==> src/rtl/mult_pkg.sv <==
// Shared types and helpers for the sequential shift-add multiplier.
// State encoding and step-counter sizing used by seq_mult and seq_mult_ctrl.
package mult_pkg;

  typedef enum logic [1:0] {
    IDLE = 2'd0,
    BUSY = 2'd1,
    DONE = 2'd2
  } state_t;

  function automatic int cnt_w(input int w);
    return (w <= 2) ? 1 : $clog2(w);
  endfunction

endpackage

==> src/rtl/seq_mult_if.sv <==
// Operand/product handshake bundle for seq_mult.
// in_signed exists only when SEQ_MULT_SIGNED_EN is defined.
interface seq_mult_if #(
  parameter int WIDTH = 8
);

  logic               in_valid;
  logic               in_ready;
  logic [WIDTH-1:0]   a;
  logic [WIDTH-1:0]   b;
`ifdef SEQ_MULT_SIGNED_EN
  logic               in_signed;
`endif
  logic               out_valid;
  logic               out_ready;
  logic [2*WIDTH-1:0] p;

  modport master (
    output in_valid, a, b, out_ready,
`ifdef SEQ_MULT_SIGNED_EN
    output in_signed,
`endif
    input  in_ready, out_valid, p
  );

  modport slave (
    input  in_valid, a, b, out_ready,
`ifdef SEQ_MULT_SIGNED_EN
    input  in_signed,
`endif
    output in_ready, out_valid, p
  );

endinterface

==> src/rtl/seq_mult_ctrl.sv <==
// IDLE/BUSY/DONE sequencer and step counter for seq_mult.
// One accept, WIDTH busy steps, then hold until the product is taken.
module seq_mult_ctrl
  import mult_pkg::*;
#(
  parameter int WIDTH = 8,
  parameter int CW    = 3
) (
  input  logic          clk,
  input  logic          rst_n,
  input  logic          in_valid,
  input  logic          out_ready,
  output logic          in_ready,
  output logic          out_valid,
  output logic          load,
  output logic          busy,
  output logic          last,
  output logic [CW-1:0] cnt
);

  state_t state;
  state_t nxt;

  always_ff @(posedge clk or negedge rst_n) begin
    if (!rst_n) begin
      state <= IDLE;
      cnt   <= '0;
    end else begin
      state <= nxt;
      if (load)
        cnt <= '0;
      else if (busy)
        cnt <= cnt + 1'b1;
    end
  end

  always_comb begin
    nxt = state;
    unique case (state)
      IDLE:    if (in_valid)  nxt = BUSY;
      BUSY:    if (last)      nxt = DONE;
      DONE:    if (out_ready) nxt = IDLE;
      default:                nxt = IDLE;
    endcase
  end

  always_comb begin
    in_ready  = 1'b0;
    out_valid = 1'b0;
    busy      = 1'b0;
    unique case (1'b1)
      (state == IDLE): in_ready  = 1'b1;
      (state == BUSY): busy      = 1'b1;
      (state == DONE): out_valid = 1'b1;
      default: ;
    endcase
    load = in_ready & in_valid;
    last = busy & (cnt == CW'(WIDTH - 1));
  end

endmodule

==> src/rtl/seq_mult.sv <==
// Sequential shift-add multiplier, WIDTH cycles per product.
// Optional signed mode: define SEQ_MULT_SIGNED_EN.
module seq_mult
  import mult_pkg::*;
#(
  parameter int WIDTH = 8
) (
  input  logic     clk,
  input  logic     rst_n,
  seq_mult_if.slave bus
);

  localparam int CW = cnt_w(WIDTH);
  localparam int PW = 2 * WIDTH;

  logic [WIDTH-1:0] a_q;
  logic [WIDTH-1:0] b_q;
  logic [WIDTH-1:0] a_mag;
  logic [WIDTH-1:0] b_mag;
  logic             neg;
  logic             neg_q;
  logic [PW-1:0]    acc;
  logic [PW-1:0]    p_q;
  logic [PW-1:0]    addend;
  logic [PW-1:0]    sum;
  logic [CW-1:0]    cnt;
  logic             load;
  logic             busy;
  logic             last;

  seq_mult_ctrl #(
    .WIDTH (WIDTH),
    .CW    (CW)
  ) u_ctrl (
    .clk       (clk),
    .rst_n     (rst_n),
    .in_valid  (bus.in_valid),
    .out_ready (bus.out_ready),
    .in_ready  (bus.in_ready),
    .out_valid (bus.out_valid),
    .load      (load),
    .busy      (busy),
    .last      (last),
    .cnt       (cnt)
  );

`ifdef SEQ_MULT_SIGNED_EN
  // Magnitudes at accept; -2^(WIDTH-1) maps to 2^(WIDTH-1), still WIDTH bits.
  always_comb begin
    a_mag = (bus.in_signed && bus.a[WIDTH-1]) ? -bus.a : bus.a;
    b_mag = (bus.in_signed && bus.b[WIDTH-1]) ? -bus.b : bus.b;
    neg   = bus.in_signed & (bus.a[WIDTH-1] ^ bus.b[WIDTH-1]);
  end
`else
  assign a_mag = bus.a;
  assign b_mag = bus.b;
  assign neg   = 1'b0;
`endif

  assign addend = PW'(a_q) << cnt;
  assign sum    = acc + (b_q[cnt] ? addend : '0);

  always_ff @(posedge clk or negedge rst_n) begin
    if (!rst_n) begin
      a_q   <= '0;
      b_q   <= '0;
      neg_q <= 1'b0;
      acc   <= '0;
      p_q   <= '0;
    end else if (load) begin
      a_q   <= a_mag;
      b_q   <= b_mag;
      neg_q <= neg;
      acc   <= '0;
    end else if (busy) begin
      acc <= sum;
      if (last)
        p_q <= neg_q ? -sum : sum;
    end
  end

  assign bus.p = p_q;

endmodule

==> src/flat_wrapper.sv <==
// flat-port wrapper written by rule: the top's interface ports become plain ports
module seq_mult_flat import mult_pkg::*;
#(
  parameter int WIDTH = 8
)
  (clk, rst_n, bus_in_valid, bus_a, bus_b, bus_out_ready, bus_in_ready, bus_out_valid, bus_p);
  seq_mult_if #(.WIDTH(WIDTH)) bus_i ();
  input  logic clk;
  input  logic rst_n;
  input wire logic [$bits(bus_i.in_valid)-1:0] bus_in_valid;
  input wire logic [$bits(bus_i.a)-1:0] bus_a;
  input wire logic [$bits(bus_i.b)-1:0] bus_b;
  input wire logic [$bits(bus_i.out_ready)-1:0] bus_out_ready;
  output wire logic [$bits(bus_i.in_ready)-1:0] bus_in_ready;
  output wire logic [$bits(bus_i.out_valid)-1:0] bus_out_valid;
  output wire logic [$bits(bus_i.p)-1:0] bus_p;
  assign bus_i.in_valid = bus_in_valid;
  assign bus_i.a = bus_a;
  assign bus_i.b = bus_b;
  assign bus_i.out_ready = bus_out_ready;
  assign bus_in_ready = bus_i.in_ready;
  assign bus_out_valid = bus_i.out_valid;
  assign bus_p = bus_i.p;
  seq_mult #(.WIDTH(WIDTH)) u_core (.clk(clk), .rst_n(rst_n), .bus(bus_i));
endmodule
==> config.mk <==
export PLATFORM = sky130hd
export DESIGN_NAME = seq_mult_flat
export DESIGN_NICKNAME = d
export VERILOG_FILES = /design/src/rtl/mult_pkg.sv /design/src/rtl/seq_mult_if.sv /design/src/rtl/seq_mult_ctrl.sv /design/src/rtl/seq_mult.sv /design/src/flat_wrapper.sv
export SDC_FILE = /design/constraint.sdc
export NUM_CORES = 1
export LEC_CHECK = 0
export ABC_AREA = 1
export CAP_MARGIN = 40
export CORE_MARGIN = 2
export CORE_UTILIZATION = 61
export CTS_CLUSTER_SIZE = 10
export DETAILED_ROUTE_END_ITERATION = 8
export PLACE_DENSITY = 0.91
export RECOVER_POWER = 50
export SLEW_MARGIN = 20
export SYNTH_ARGS = -nofsm -noshare
export SYNTH_HDL_FRONTEND = slang
export SYNTH_SLANG_ARGS = --single-unit
==> constraint.sdc <==
create_clock -name clk -period 7 [get_ports clk]
set_clock_uncertainty 0.2 [all_clocks]
set_input_delay 1.4 -clock clk [delete_from_list [all_inputs] [get_ports clk]]
set_output_delay 1.4 -clock clk [all_outputs]
set_load 0.02 [all_outputs]
==> metrics, run 1 <==
status=finished, violations left; failing checks=max-capacitance violations, max-slew violations; Mean Syn Cell Area=7.37 um2; synthesized area=3350 um2; die footprint=6100 um2; slew margin rel.=-0.820; M1 WL=2.97 mm; leading cell type in the layout, fill and taps excluded=nand2_1; # IOs=38; share of layout cells above drive strength 1=0.0656; Layout Cells excl Fill=558; CP arrival=3.43 ns; fin nets=525; post-layout power=1.94 mW; Post-DP Area=3730 um2; Die Ht=78.1 um; wirelength, routed=7.00 mm; fin. max-slew vios=54; Hold-fix buffers, CTS=0; number of cells after detailed placement=550; first-pass GRT wire length=12.2 mm; PortBufs=37; drt wl/cell=12.5 um; Critical Path End Type=async pin; R2R Setup Slk=3.91 ns; share of async-settable or async-resettable flops after synthesis=1.00; Yosys cell types=32; Clk Latency, worst-skew pair=0.31 ns; Leakage=2.07 nW; Most used DFF post-synth=dfrtp_1; RSZ-0062 raised after global routing=false; chip width=78.1 um; drt pass-1 iters=4; CTS Buf Count=5; Max VDD drop=0.291 mV; core area=5200 um2; most frequent cells in the layout=167 x nand2_1, 53 x dfrtp_1, 49 x inv_1; number of max-cap violations=1; DR iter-0 viols=202; Post CTS Setup Buffer Count=0; Final Instance Area=3800 um2; Place WS=3.91 ns; setup TNS=0 ns; # clock sinks=53; CP Class=input port to async pin; H-Tree Level Count=2; Post-Syn Instances=454; startpoint types=input port; cells along the critical path=buf_2, clkbuf_1; Final ANT Viol Nets=0; sequential cell area fraction in the yosys report=0.396; Synth Warn #=0; DRC Markers=0; Hold Violations, Final=0; slowest cell on the critical path=clkbuf_1; clock-pin slew on the worst setup and hold paths=0.09 ns; Initial Util=0.643; WL met3=357 um; area grow syn2layout=13.5%; fin crit share=0.542; total grt overflow=0; HP Class=flop to flop; total track usage=0.248; Power Density=512 nW/um2; critical path buffer and inverter count=2; crit path max fanout=53; Slew @ Worst Pin=2.73 ns; post-CTS sizing=0; syn nets=492; post-DP HPWL=5.29 mm; vias in the first global route=2845; detailed-route via count=3023; delay-heaviest family, CP=buffers and inverters; number of flops mapped to enable cells by yosys=0; Final Wtd Congestion=0.916; final setup vio count=0; Vias/cell=5.42; maximum root-to-sink buffer count=2; initial antenna violation count=0; Core Rows=26; CTS root buf=clkbuf_8; CTS tree=built; Worst Slack Setup Final=3.21 ns; Worst path max stage delay=1.92 ns; min Tclk post-route=3.79 ns; Max Freq=264 MHz; Worst Path Required=6.64 ns; flops & latches, synth=53; metal2 WL=3.54 mm; Max Used Layer=met4; Ant. Diodes=0; largest net degree at the start of global routing=54
power by group:
group	leakage [nW]	switching, mW	total (mW)	internal (mW)
Combinational	1.36	0.736	1.21	0.470
Sequential	0.660	0.112	0.563	0.451
Clock	0.0456	0.104	0.175	0.0715
layout make-up:
type	instances	area, um2
multi-input combinational	334	1720
fill	412	1410
sequential	53	1330
timing repair buffer	38	369
inverter	55	206
tap	70	87.6
clock buffer	6	72.6
clock inverter	2	13.8
per-stage QoR:
step	util	hold slack [ns]
6_report	0.730	0.286
5_1_grt	0.730	0.323
4_1_cts	0.732	0.288
3_5_place_dp	0.716	0.264
3_3_place_gp	0.716	0.262
2_1_floorplan	-	0.255
per-layer routing:
metal,global-route usage,vias to the layer above
li1,-,1499
met4,0.0789,0
met2,0.442,89
met5,0,-
met1,0.306,1421
met3,0.0414,14
path summary, 6_finish.rpt:
path	start	to	cells after the start
min in group asynchronous	rst_n	u_core.bus.p[5]$_DFFE_PN0P_	2
worst max-delay path	rst_n	u_core.bus.p[12]$_DFFE_PN0P_	2
worst min register to register	u_core.bus.p[9]$_DFFE_PN0P_	u_core.bus.p[9]$_DFFE_PN0P_	2
worst max register to register	u_core.u_ctrl.cnt[1]$_DFFE_PN0P_	u_core.acc[8]$_DFFE_PN0P_	15
worst min-delay path	u_core.bus.p[9]$_DFFE_PN0P_	u_core.bus.p[9]$_DFFE_PN0P_	2
max in group clk	bus_in_valid	u_core.acc[9]$_DFFE_PN0P_	6
logic make-up after synthesis:
kind of cell / Yosys count / synth area share
AND/OR/NAND/NOR: 253 / 0.315
adder cells (fa/ha/maj): 18 / 0.0695
multiplexers: 14 / 0.0527
AO/OA/AOI/OAI: 45 / 0.0699
XOR/XNOR: 4 / 0.0105
buffers and inverters: 67 / 0.0860
flip-flops: 53 / 0.396
cell usage after synthesis, drive strengths merged (2+ instances only):
| master | instances | share of area |
|---|---|---|
| nand2 | 169 | 0.19 |
| inv | 54 | 0.061 |
| dfrtp | 53 | 0.40 |
| nor2 | 37 | 0.046 |
| o21ai | 33 | 0.049 |
| nand3 | 27 | 0.040 |
| ha | 17 | 0.064 |
| mux2 | 14 | 0.053 |
| buf | 11 | 0.023 |
| a21oi | 8 | 0.012 |
| nor3 | 7 | 0.010 |
| or2 | 7 | 0.013 |
| nand3b | 4 | 0.0090 |
| xor2 | 3 | 0.0079 |
| o22ai | 2 | 0.0037 |
sequential cells by signal (all words and copies together), names as in the netlist:
signal / count
u_core.acc: 16
u_core.a_q: 8
u_core.u_ctrl.cnt: 3
u_core.u_ctrl.state: 2
u_core.b_q: 8
u_core.bus.p: 16
Power figures use the tool's default switching activity.
==> inputs of run 2 (changes only) <==
- CORE_UTILIZATION: 61 -> 57
- PLACE_DENSITY: 0.91 -> 0.86
- clock period: 7 -> 3.6 ns (I/O delays scaled with it)
==> metrics, run 2 (synthesis results as in run 1) <==
drt wl/cell=12.4 um (was 12.5 um); delay-heaviest family, CP=simple AND/OR/NAND/NOR gates (was buffers and inverters); most frequent cells in the layout=167 x nand2_1, 53 x dfrtp_1, 49 x inv_1 (unchanged); Top cell by count, worst path=nand2_1; HP Class=flop to flop (unchanged); startpoint types=flop (was input port); core area=5570 um2 (was 5200 um2); Min-Delay Startpoint=u_core.bus.p[11]$_DFFE_PN0P_ (was u_core.bus.p[9]$_DFFE_PN0P_); largest net degree at the start of global routing=31 (was 54); slowest cell on the critical path=dfrtp_1 (was clkbuf_1); RSZ-0062 raised after global routing=false (unchanged); clock-pin slew on the worst setup and hold paths=0.10 ns (was 0.09 ns); DRC Markers=0 (unchanged); reg2reg start=u_core.u_ctrl.cnt[1]$_DFFE_PN0P_ (unchanged); Hold Violations, Final=0 (unchanged); CP arrival=3.15 ns (was 3.43 ns); Leakage=2.05 nW (was 2.07 nW); Initial Util=0.600 (was 0.643); total grt overflow=0 (unchanged); first-pass GRT wire length=12.2 mm (about the same); Vias/cell=5.23 (was 5.42); worst reg2reg endpoint=u_core.acc[8]$_DFFE_PN0P_ (unchanged); post-CTS sizing=0 (unchanged); cells along the critical path=inv_1, o21ai_0, o22ai_1, nand2_1, nor3_1, ha_1, fa_1, nand2_1, nand2_1, and2_1, nand2_1, nand2_1, xor2_1, nand2_1, nand2_1 (was buf_2, clkbuf_1); Post-DP Area=3730 um2 (about the same); fin nets=525 (unchanged); share of layout cells above drive strength 1=0.0615 (was 0.0656); slew margin rel.=0.142 (was -0.820); Clk Latency, worst-skew pair=0.31 ns (about the same); status=complete, no violations (was finished, violations left); Post CTS Setup Buffer Count=0 (unchanged); Filler Cell Count=466 (was 412); drt pass-1 iters=5 (was 4); leading cell type in the layout, fill and taps excluded=nand2_1 (unchanged); Final ANT Viol Nets=0 (unchanged); min Tclk post-route=3.10 ns; CTS root buf=clkbuf_8 (unchanged); number of max-cap violations=0 (was 1); PortBufs=37 (unchanged); # clock sinks=53 (unchanged); # IOs=38 (unchanged); hold endpoint=u_core.bus.p[11]$_DFFE_PN0P_ (was u_core.bus.p[9]$_DFFE_PN0P_); fin crit share=0.860; chip width=80.6 um (was 78.1 um); critical path buffer and inverter count=1 (was 2); R2R Setup Slk=0.50 ns (was 3.91 ns); WHS Path Cells=2 (unchanged); Worst path max stage delay=0.53 ns (was 1.92 ns); post-layout power=3.75 mW (was 1.94 mW); maximum root-to-sink buffer count=2 (unchanged); crit path max fanout=14 (was 53); area grow syn2layout=13.4% (was 13.5%); initial antenna violation count=0 (unchanged); Hold-fix buffers, CTS=0 (unchanged); fin. max-slew vios=0 (was 54); CP Class=flop to flop (was input port to async pin); Final Instance Area=3800 um2 (about the same); Finished Core Util=0.681 (was 0.730); Core Rows=27 (was 26); Worst Path Required=3.66 ns (was 6.64 ns); H-Tree Level Count=2 (unchanged); Max Freq=323 MHz; Final Wtd Congestion=0.937 (was 0.916); DR iter-0 viols=177 (was 202); Worst R2R Path Depth=15 (unchanged); total track usage=0.241 (was 0.248); Max VDD drop=0.550 mV (was 0.291 mV); Die Ht=80.6 um (was 78.1 um); Ant. Diodes=0 (unchanged); Power Density=988 nW/um2 (was 512 nW/um2); final setup vio count=0 (unchanged); die footprint=6500 um2 (was 6100 um2); vias in the first global route=2794 (was 2845); Critical Path End Type=flop (was async pin); CTS Buf Count=5 (unchanged); wirelength, routed=6.97 mm (was 7.00 mm); detailed-route via count=2927 (was 3023); Slew @ Worst Pin=1.29 ns (was 2.73 ns); post-DP HPWL=5.32 mm (was 5.29 mm); setup TNS=0 ns (unchanged); CTS tree=built (unchanged)
==> run 2: through the flow <==
stage / hold slack [ns] / cells / setup slack [ns]
floorplan: 0.224 / 454 / 1.11
global placement: 0.263 / 552 / 0.695
detailed placement: 0.265 / 552 / 0.588
CTS: 0.195 / 560 / 0.524
global route: 0.311 / 560 / 0.259
finish: 0.287 / 560 / 0.505
==> run 2: layer usage <==
metal	up-vias	share of wire	track usage
met1	1351	0.45	0.295
met2	64	0.49	0.434
met5	-	0	0
met3	10	0.043	0.0371
met4	0	0.015	0.0712
li1	1502	-	-
==> run 2: tightest hold or removal path, cell delays in order (launching register included) <==
cell and delay, ns:
dfrtp_1 0.36, nand2_1 0.05, nand2_1 0.05
==> run 2: power by group <==
group	switching, mW	leakage [nW]	total, mW	internal [mW]
Clock	0.206	0.0374	0.343	0.138
Combinational	1.42	1.35	2.32	0.902
Sequential	0.212	0.660	1.09	0.877
Total	1.83	2.05	3.75	1.92
==> run 2: worst max-delay path by stage <==
stage,start,endpoint,cells after the start
after floorplan,u_core.u_ctrl.cnt[0]$_DFFE_PN0P_,u_core.acc[8]$_DFFE_PN0P_,15
after global placement,u_core.u_ctrl.cnt[1]$_DFFE_PN0P_,u_core.bus.p[8]$_DFFE_PN0P_,15
after detailed placement,u_core.u_ctrl.cnt[1]$_DFFE_PN0P_,u_core.bus.p[8]$_DFFE_PN0P_,15
after CTS,u_core.u_ctrl.cnt[1]$_DFFE_PN0P_,u_core.acc[8]$_DFFE_PN0P_,15
after global routing,u_core.u_ctrl.cnt[1]$_DFFE_PN0P_,u_core.acc[8]$_DFFE_PN0P_,15
final,u_core.u_ctrl.cnt[1]$_DFFE_PN0P_,u_core.acc[8]$_DFFE_PN0P_,15
==> run 2: cell type report <==
| cell class | count | area (um2) | share of cell area |
|---|---|---|---|
| clock buffer | 6 | 72.6 | 0.0191 |
| clock inverter | 2 | 15.0 | 0.00396 |
| inverter | 55 | 206 | 0.0544 |
| multi-input combinational | 334 | 1720 | 0.452 |
| sequential | 53 | 1330 | 0.349 |
| tap | 72 | 90.1 | 0.0237 |
| timing repair buffer | 38 | 369 | 0.0972 |
==> inputs of run 3 (changes only) <==
- PLACE_DENSITY: 0.86 -> 0.83
==> metrics, run 3 (synthesis results as in run 1) <==
status=complete, no violations (unchanged); setup TNS=0 ns (unchanged); crit path max fanout=14 (unchanged); fin nets=525 (unchanged); share of layout cells above drive strength 1=0.0656 (was 0.0615); Worst Path Required=3.66 ns (about the same); reg2reg start=u_core.u_ctrl.cnt[1]$_DFFE_PN0P_ (unchanged); post-CTS sizing=0 (unchanged); Vias/cell=5.24 (was 5.23); largest net degree at the start of global routing=54 (was 31); Post CTS Setup Buffer Count=0 (unchanged); # IOs=38 (unchanged); post-DP HPWL=5.48 mm (was 5.32 mm); startpoint types=flop (unchanged); Worst path max stage delay=0.53 ns (about the same); Ant. Diodes=0 (unchanged); Max Freq=322 MHz (was 323 MHz); critical path buffer and inverter count=1 (unchanged); CTS Buf Count=5 (unchanged); detailed-route via count=2935 (was 2927); DRC Markers=0 (unchanged); fin crit share=0.862 (was 0.860); Min-Delay Startpoint=u_core.bus.p[6]$_DFFE_PN0P_ (was u_core.bus.p[11]$_DFFE_PN0P_); CTS root buf=clkbuf_8 (unchanged); slew margin rel.=0.149 (was 0.142); Critical Path End Type=flop (unchanged); clock-pin slew on the worst setup and hold paths=0.10 ns (about the same); leading cell type in the layout, fill and taps excluded=nand2_1 (unchanged); total track usage=0.244 (was 0.241); DR iter-0 viols=166 (was 177); Core Rows=27 (unchanged); H-Tree Level Count=2 (unchanged); vias in the first global route=2783 (was 2794); # clock sinks=53 (unchanged); initial antenna violation count=0 (unchanged); Leakage=2.07 nW (was 2.05 nW); drt pass-1 iters=4 (was 5); Initial Util=0.600 (unchanged); CP Class=flop to flop (unchanged); CTS tree=built (unchanged); area grow syn2layout=14.4% (was 13.4%); PortBufs=37 (unchanged); worst reg2reg endpoint=u_core.acc[8]$_DFFE_PN0P_ (unchanged); Slew @ Worst Pin=1.28 ns (was 1.29 ns); min Tclk post-route=3.10 ns (about the same); Layout Cells excl Fill=560 (unchanged); Filler Cell Count=500 (was 466); Final Wtd Congestion=0.915 (was 0.937); most frequent cells in the layout=167 x nand2_1, 53 x dfrtp_1, 49 x inv_1 (unchanged); Final ANT Viol Nets=0 (unchanged); WHS Path Cells=2 (unchanged); first-pass GRT wire length=12.4 mm (was 12.2 mm); multi-input logic area=1720 um2 (unchanged); final setup vio count=0 (unchanged); slowest cell on the critical path=dfrtp_1 (unchanged); RSZ-0062 raised after global routing=false (unchanged); Hold Violations, Final=0 (unchanged); Hold-fix buffers, CTS=0 (unchanged); Clk Latency, worst-skew pair=0.31 ns (about the same); Reg area=1330 um2 (unchanged); cells along the critical path=inv_1, o21ai_0, o22ai_1, nand2_1, nor3_1, ha_1, fa_1, nand2_1, nand2_1, and2_1, nand2_1, nand2_1, xor2_1, nand2_1, nand2_1 (unchanged); number of max-cap violations=0 (unchanged); Max VDD drop=0.642 mV (was 0.550 mV); hold endpoint=u_core.bus.p[6]$_DFFE_PN0P_ (was u_core.bus.p[11]$_DFFE_PN0P_); total grt overflow=0 (unchanged); wirelength, routed=7.14 mm (was 6.97 mm); chip width=80.6 um (unchanged); Worst R2R Path Depth=15 (unchanged); CP arrival=3.16 ns (was 3.15 ns); fin. max-slew vios=0 (unchanged); HP Class=flop to flop (unchanged); drt wl/cell=12.7 um (was 12.4 um); number of cells after detailed placement=552 (unchanged); core area=5570 um2 (unchanged); R2R Setup Slk=0.50 ns (about the same); post-layout power=3.86 mW (was 3.75 mW); Top cell by count, worst path=nand2_1 (unchanged); die footprint=6500 um2 (unchanged); delay-heaviest family, CP=simple AND/OR/NAND/NOR gates (unchanged); maximum root-to-sink buffer count=2 (unchanged); Power Density=1010 nW/um2 (was 988 nW/um2); Die Ht=80.6 um (unchanged)
## run 3: cell count changes in the layout (fill, tap and decap cells not counted)
cell,before,now
clkinvlp_4,2,1
buf_2,0,1
clkbuf_1,2,0
bufinv_16,0,1
clkbuf_8,5,6
## run 3: power breakdown
group	switching (mW)	internal (mW)
clock	0.200	0.226
combinational	1.43	0.901
sequential	0.221	0.878
total	1.85	2.00
## run 3: layout make-up
| cell class | count | share of cell area |
|---|---|---|
| Sequential cell | 53 | 0.346 |
| Clock inverter | 2 | 0.00980 |
| Multi-Input combinational cell | 334 | 0.448 |
| Tap cell | 72 | 0.0235 |
| Timing Repair Buffer | 38 | 0.0967 |
| Clock buffer | 6 | 0.0216 |
| Inverter | 55 | 0.0539 |
## run 3: metal layers
layer  part of all wire  vias up  track usage
met5                  0        -            0
met4              0.021        0       0.0847
met3              0.048       16       0.0404
met2               0.50       66        0.423
met1               0.43     1358        0.307
li1                   -     1495            -
## run 3: metrics by stage
step / instance area, um2 / worst slack (ns) / hold slack (ns) / utilization
2_1_floorplan: 3350 / 1.11 / 0.224 / -
6_report: 3830 / 0.498 / 0.288 / 0.687
3_3_place_gp: 3730 / 0.693 / 0.261 / 0.669
4_1_cts: 3850 / 0.490 / 0.291 / 0.690
5_1_grt: 3830 / 0.230 / 0.310 / 0.687
3_5_place_dp: 3730 / 0.572 / 0.266 / 0.669
## run 3: how the worst max path moves through the flow
stage | start | to | slack [ns] | depth (start not counted)
floorplan | u_core.u_ctrl.cnt[0]$_DFFE_PN0P_ | u_core.acc[8]$_DFFE_PN0P_ | 1.11 | 15
global placement | u_core.u_ctrl.cnt[1]$_DFFE_PN0P_ | u_core.acc[8]$_DFFE_PN0P_ | 0.69 | 15
detailed placement | u_core.u_ctrl.cnt[1]$_DFFE_PN0P_ | u_core.acc[8]$_DFFE_PN0P_ | 0.57 | 15
CTS | u_core.u_ctrl.cnt[1]$_DFFE_PN0P_ | u_core.acc[8]$_DFFE_PN0P_ | 0.49 | 15
global route | u_core.u_ctrl.cnt[1]$_DFFE_PN0P_ | u_core.bus.p[8]$_DFFE_PN0P_ | 0.23 | 15
finish | u_core.u_ctrl.cnt[1]$_DFFE_PN0P_ | u_core.acc[8]$_DFFE_PN0P_ | 0.50 | 15
## run 3: tightest hold or removal path, cell delays in order, from the launching register on
cell and delay, ns:
dfrtp_1 0.35, nand2_1 0.05, nand2_1 0.06
